[src/rtl/sobel_window_controller.sv]
// Window sequencer around the Sobel gradient blocks: gathers a 3x3 window,
// starts both gradient units, merges gx/gy into a saturated edge result.
module sobel_window_controller #(
  parameter int unsigned THRESHOLD = 128,
  parameter int unsigned TIMEOUT   = 16
) (
  input  logic        clk,
  input  logic        n_rst,
  input  logic [7:0]  pixel_in,
  input  logic        pixel_valid,
  output logic        pixel_ready,
  output logic [7:0]  windowBuffer [0:8],
  output logic        start_calculations,
  input  logic        h_done,
  input  logic        v_done,
  input  logic [10:0] gx,
  input  logic [10:0] gy,
  output logic [7:0]  edge_out,
  output logic        edge_flag,
  output logic        out_valid,
  input  logic        out_ready,
  output logic        calc_error,
  output logic [15:0] window_count
);

  typedef enum logic [1:0] {IDLE, LOAD, CALC, OUTPUT} state_e;

  localparam logic [7:0] TIMEOUT_C   = 8'(TIMEOUT);
  localparam logic [8:0] THRESHOLD_C = 9'(THRESHOLD);

  state_e      state_q, state_d;
  logic [3:0]  idx_q, idx_d;
  logic [7:0]  win_q [0:8];
  logic [7:0]  win_d [0:8];
  logic        h_seen_q, h_seen_d;
  logic        v_seen_q, v_seen_d;
  logic [7:0]  tcnt_q, tcnt_d;
  logic [7:0]  edge_q, edge_d;
  logic        flag_q, flag_d;
  logic        calc_error_q, calc_error_d;
  logic [15:0] window_count_q, window_count_d;

  logic        accept;
  logic        both_done;
  logic [11:0] sum;
  logic [7:0]  sat;

  assign pixel_ready        = (state_q == IDLE) || (state_q == LOAD);
  assign start_calculations = (state_q == CALC);
  assign out_valid          = (state_q == OUTPUT);
  assign windowBuffer       = win_q;
  assign edge_out           = edge_q;
  assign edge_flag          = flag_q;
  assign calc_error         = calc_error_q;
  assign window_count       = window_count_q;

  assign accept    = pixel_valid && pixel_ready;
  // Latched and same-cycle dones both count, so staggered dones finish in the cycle the later one arrives.
  assign both_done = (h_seen_q || h_done) && (v_seen_q || v_done);
  assign sum       = {1'b0, gx} + {1'b0, gy};
  assign sat       = (sum > 12'd255) ? 8'hFF : sum[7:0];

  always_comb begin
    state_d        = state_q;
    idx_d          = idx_q;
    win_d          = win_q;
    h_seen_d       = h_seen_q;
    v_seen_d       = v_seen_q;
    tcnt_d         = tcnt_q;
    edge_d         = edge_q;
    flag_d         = flag_q;
    calc_error_d   = 1'b0;
    window_count_d = window_count_q;

    if (accept) begin
      win_d[idx_q] = pixel_in;
    end

    case (state_q)
      IDLE: begin
        if (accept) begin
          idx_d   = idx_q + 4'd1;
          state_d = LOAD;
        end
      end
      LOAD: begin
        if (accept) begin
          if (idx_q == 4'd8) begin
            idx_d    = '0;
            h_seen_d = 1'b0;
            v_seen_d = 1'b0;
            tcnt_d   = '0;
            state_d  = CALC;
          end else begin
            idx_d = idx_q + 4'd1;
          end
        end
      end
      CALC: begin
        h_seen_d = h_seen_q || h_done;
        v_seen_d = v_seen_q || v_done;
        if (both_done) begin
          edge_d  = sat;
          flag_d  = ({1'b0, sat} >= THRESHOLD_C);
          state_d = OUTPUT;
        end else begin
          tcnt_d = tcnt_q + 8'd1;
          if (tcnt_d == TIMEOUT_C) begin
            calc_error_d = 1'b1;
            state_d      = IDLE;
          end
        end
      end
      OUTPUT: begin
        if (out_ready) begin
          window_count_d = window_count_q + 16'd1;
          state_d        = IDLE;
        end
      end
      default: state_d = IDLE;
    endcase
  end

  always_ff @(posedge clk or negedge n_rst) begin
    if (!n_rst) begin
      state_q        <= IDLE;
      idx_q          <= '0;
      win_q          <= '{default: '0};
      h_seen_q       <= 1'b0;
      v_seen_q       <= 1'b0;
      tcnt_q         <= '0;
      edge_q         <= '0;
      flag_q         <= 1'b0;
      calc_error_q   <= 1'b0;
      window_count_q <= '0;
    end else begin
      state_q        <= state_d;
      idx_q          <= idx_d;
      win_q          <= win_d;
      h_seen_q       <= h_seen_d;
      v_seen_q       <= v_seen_d;
      tcnt_q         <= tcnt_d;
      edge_q         <= edge_d;
      flag_q         <= flag_d;
      calc_error_q   <= calc_error_d;
      window_count_q <= window_count_d;
    end
  end

endmodule
[config.mk]
export PLATFORM = sky130hd
export DESIGN_NAME = sobel_window_controller
export DESIGN_NICKNAME = d
export VERILOG_FILES = /design/src/rtl/sobel_window_controller.sv
export SDC_FILE = /design/constraint.sdc
export NUM_CORES = 1
export LEC_CHECK = 0
export CORE_ASPECT_RATIO = 2
export CORE_UTILIZATION = 44
export CTS_CLUSTER_DIAMETER = 120
export DETAILED_ROUTE_END_ITERATION = 8
export GPL_ROUTABILITY_DRIVEN = 1
export GPL_TIMING_DRIVEN = 0
export PLACE_DENSITY = 0.77
export SYNTH_ARGS = -nofsm -noshare
export SYNTH_HDL_FRONTEND = slang
export SYNTH_SLANG_ARGS = --single-unit
export TNS_END_PERCENT = 50
[constraint.sdc]
create_clock -name clk -period 2.2 [get_ports clk]
set_clock_uncertainty 0.2 [all_clocks]
set_input_delay 0.66 -clock clk [delete_from_list [all_inputs] [get_ports clk]]
set_output_delay 0.66 -clock clk [all_outputs]
set_load 0.005 [all_outputs]
==> metrics.csv <==
metric,value,unit
Post-Place Setup Slack,-1390,ps
DRT met1 WL,4610,um
Synthesized Nets,454,
Switching Power,2.66,mW
io pins,137,
wire length on met3,414,um
initial core utilization,45.6,%
drt first pass iters,4,
Setup CP Type,in -> reg,
Layout Cells excl Fill,732,
Synth cell types,35,
Cells after DPL,677,
vias per cell,5.28,
area grow syn2layout,53.5,%
Final nets,633,
count of final hold-check violations,0,
total wire length,12700,um
vias in the first global route,4141,
CTS max path bufs,2,
final worst slack,-413,ps
Slowest cell on crit path,o211ai_1,
Overall Global Routing Usage,23.3,%
die footprint,0.0118,mm2
status,"finished, violations left",
most frequent cells in the layout,"dfrtp_1 (110), clkdlybuf4s50_1 (94), mux2_2 (74), nor2_1 (24)",
clock buffer count from CTS,17,
syn avg cell area,12.5,um2
PortBufs,136,
sequential share of power,35.1,%
GP Congestion,0.793,
"Cell Area, Synth",0.00499,mm2
max-cap check violation count,0,
largest net degree at the start of global routing,65,
first-pass GRT wire length,21000,um
most frequently used flop master after synthesis,dfrtp_1,
clock network fraction of total power,28.5,%
Max-slew headroom,53.3,%
Internal Pwr Total,6.97,mW
met2 WL post-DR,7340,um
max incr delay on CP,360,ps
HP Class,in -> async,
worst vdd rail ir drop,0.723,mV
post-synthesis instance total,400,
HPWL after detailed placement,8780,um
highest clock rate,0.383,GHz
root buffer cell,clkbuf_16,
Critical path buffers and inverters,2,
Post-synth EDFFs,0,
worst r2r src,state_q[0],
sequential area share after synthesis,56.6,%
CP Capture Type,flop,
CTS H-tree lvls,4,
final cycle utilization of the critical path,119,%
Core Box Area,0.0109,mm2
PwrDens,1260,mW/mm2
worst skew pair latency,400,ps
cells along the critical path,dlygate4sd2_1 -> ha_4 -> o21ai_0 -> o211ai_1 -> a41oi_2 -> xnor2_1 -> a2111oi_4 -> buf_6 -> a21oi_2,
"commonest non-fill, non-tap cell in the layout",dfrtp_1,
Hold WS,91.5,ps
warnings from Yosys,0,
final setup fails,8,
unrepaired setup endpoints after global routing,yes,
Net Sw Frac,27.6,%
total chip power,9.63,mW
Worst-Margin Slew,697,ps
Initial DRC Count,130,
Rows,54,
failing checks,negative setup slack,
GRT Residual Overflow,0,
worst-path maximum fanout,8,
Max Transition Viols Final,0,
"CP delay by family, top",compound AO/OA/AOI/OAI gates,
Sink Count,113,
diode count,0,
clock slew at reported path FFs,50,ps
ANT nets after route,0,
DR vias,3866,
min cycle time layout,2610,ps
TritonCTS clock tree,done,
die width,77.3,um
combinational share of power,36.4,%
Critical Path Start Type,primary input,
Pleak,3.48,nW
Critical Path RT,2290,ps
fraction of layout cells with a size suffix above 1,33.8,%
initial antenna violation count,0,
CP arrival,2700,ps
"FF+latch count, synth",113,
die outline height,153,um
CP startpoint,gx[2],
drt wl/cell,17.4,um
Highest Signal Layer,met4,
drc violations,0,
ys async rst share,100,%
power by group through the flow:
stage / combinational (mW) / sequential (mW) / clock [mW]
floorplan: 1.18 / 3.40 / 0
global placement: 3.08 / 3.35 / 0
detailed placement: 3.18 / 3.39 / 0
CTS: 3.41 / 3.36 / 2.80
global route: 3.75 / 3.48 / 2.91
finish: 3.50 / 3.38 / 2.74
flip-flops by register name (all words and copies together) (netlist names):
register / flops
h_seen_q: 1
idx_q: 4
tcnt_q: 8
edge_out: 8
v_seen_q: 1
windowBuffer: 72
state_q: 2
calc_error: 1
window_count: 16
cell families (layout without fill, tap and decap cells):
family,count (synthesis),count (layout),synth area share [%]
buffers and inverters,14,205,1.13
adders and majority gates,18,18,4.66
and+or+nand+nor,100,101,9.42
xor gates and xnor gates,25,25,4.39
AOI/OAI and AO/OA,56,56,7.07
muxes,74,74,16.7
DFF,113,113,56.6
metal layers:
metal | vias to the layer above | global-route usage [%]
li1 | 1782 | -
met1 | 1929 | 23.5
met2 | 133 | 42.9
met3 | 22 | 5.15
met4 | 0 | 12.8
met5 | - | 0
Yosys cell counts, types with 2 or more instances:
master	n	area share [%]
dfrtp_1	113	57
mux2_2	74	17
nor2_1	32	2.4
nand2_1	29	2.2
a21oi_1	19	1.9
ha_1	17	4.3
o21ai_0	17	1.7
xor2_1	14	2.5
inv_1	11	0.83
nand3_1	11	1.1
xnor2_1	11	1.9
nand4_1	10	1.3
a21o_1	4	0.60
and3_1	4	0.50
nor2b_1	4	0.50
o211ai_1	4	0.60
nand2b_1	3	0.38
a22o_1	2	0.35
clkbuf_1	2	0.15
nor3_1	2	0.20
nor3b_1	2	0.30
o31ai_1	2	0.30
worst reg2reg max path, cell delays in order (launching register included):
cell       delay (ps)
dfrtp_2           410
inv_4             110
nand2_4            70
nor3_2            180
or4b_4            500
a2111oi_4         310
buf_6             200
a21oi_2            70
worst paths after layout:
path,endpoint,cells after the start,slack (ps)
setup / recovery,edge_out[7],9,-410
hold / removal,window_count[9],1,90
setup reg to reg,edge_out[7],7,40
hold reg to reg,window_count[15],1,290
max in group asynchronous,windowBuffer[68],2,970
min in group clk,window_count[15],1,290
repair_timing:
item / CTS / global route
hold buffers: 0 / 0
gates cloned: 0 / 1
setup buffers: 16 / 6
pin swaps: 20 / 9
gates resized for setup: 123 / 29
endpoints found under the setup margin: 110 / 92
area by class of cell:
cell class / instances / area [um2]
well taps: 140 / 175
inverters: 11 / 47.5
multi-input cells: 274 / 2460
clock inverters: 10 / 134
repair buffers: 159 / 1530
flip-flops and latches: 113 / 2830
plain buffers: 3 / 26.3
fillers: 808 / 3280
clock buffers: 22 / 464
per-stage QoR:
stage	area (um2)	setup TNS [ps]	utilization, %
finish	7660	-3230	70.0
global route	7660	-3780	70.0
CTS	7520	-3730	68.7
detailed placement	6580	-72390	60.1
global placement	6560	-509620	59.9
floorplan	5020	-5540	-
No activity file was read; power rests on OpenSTA's default activity.
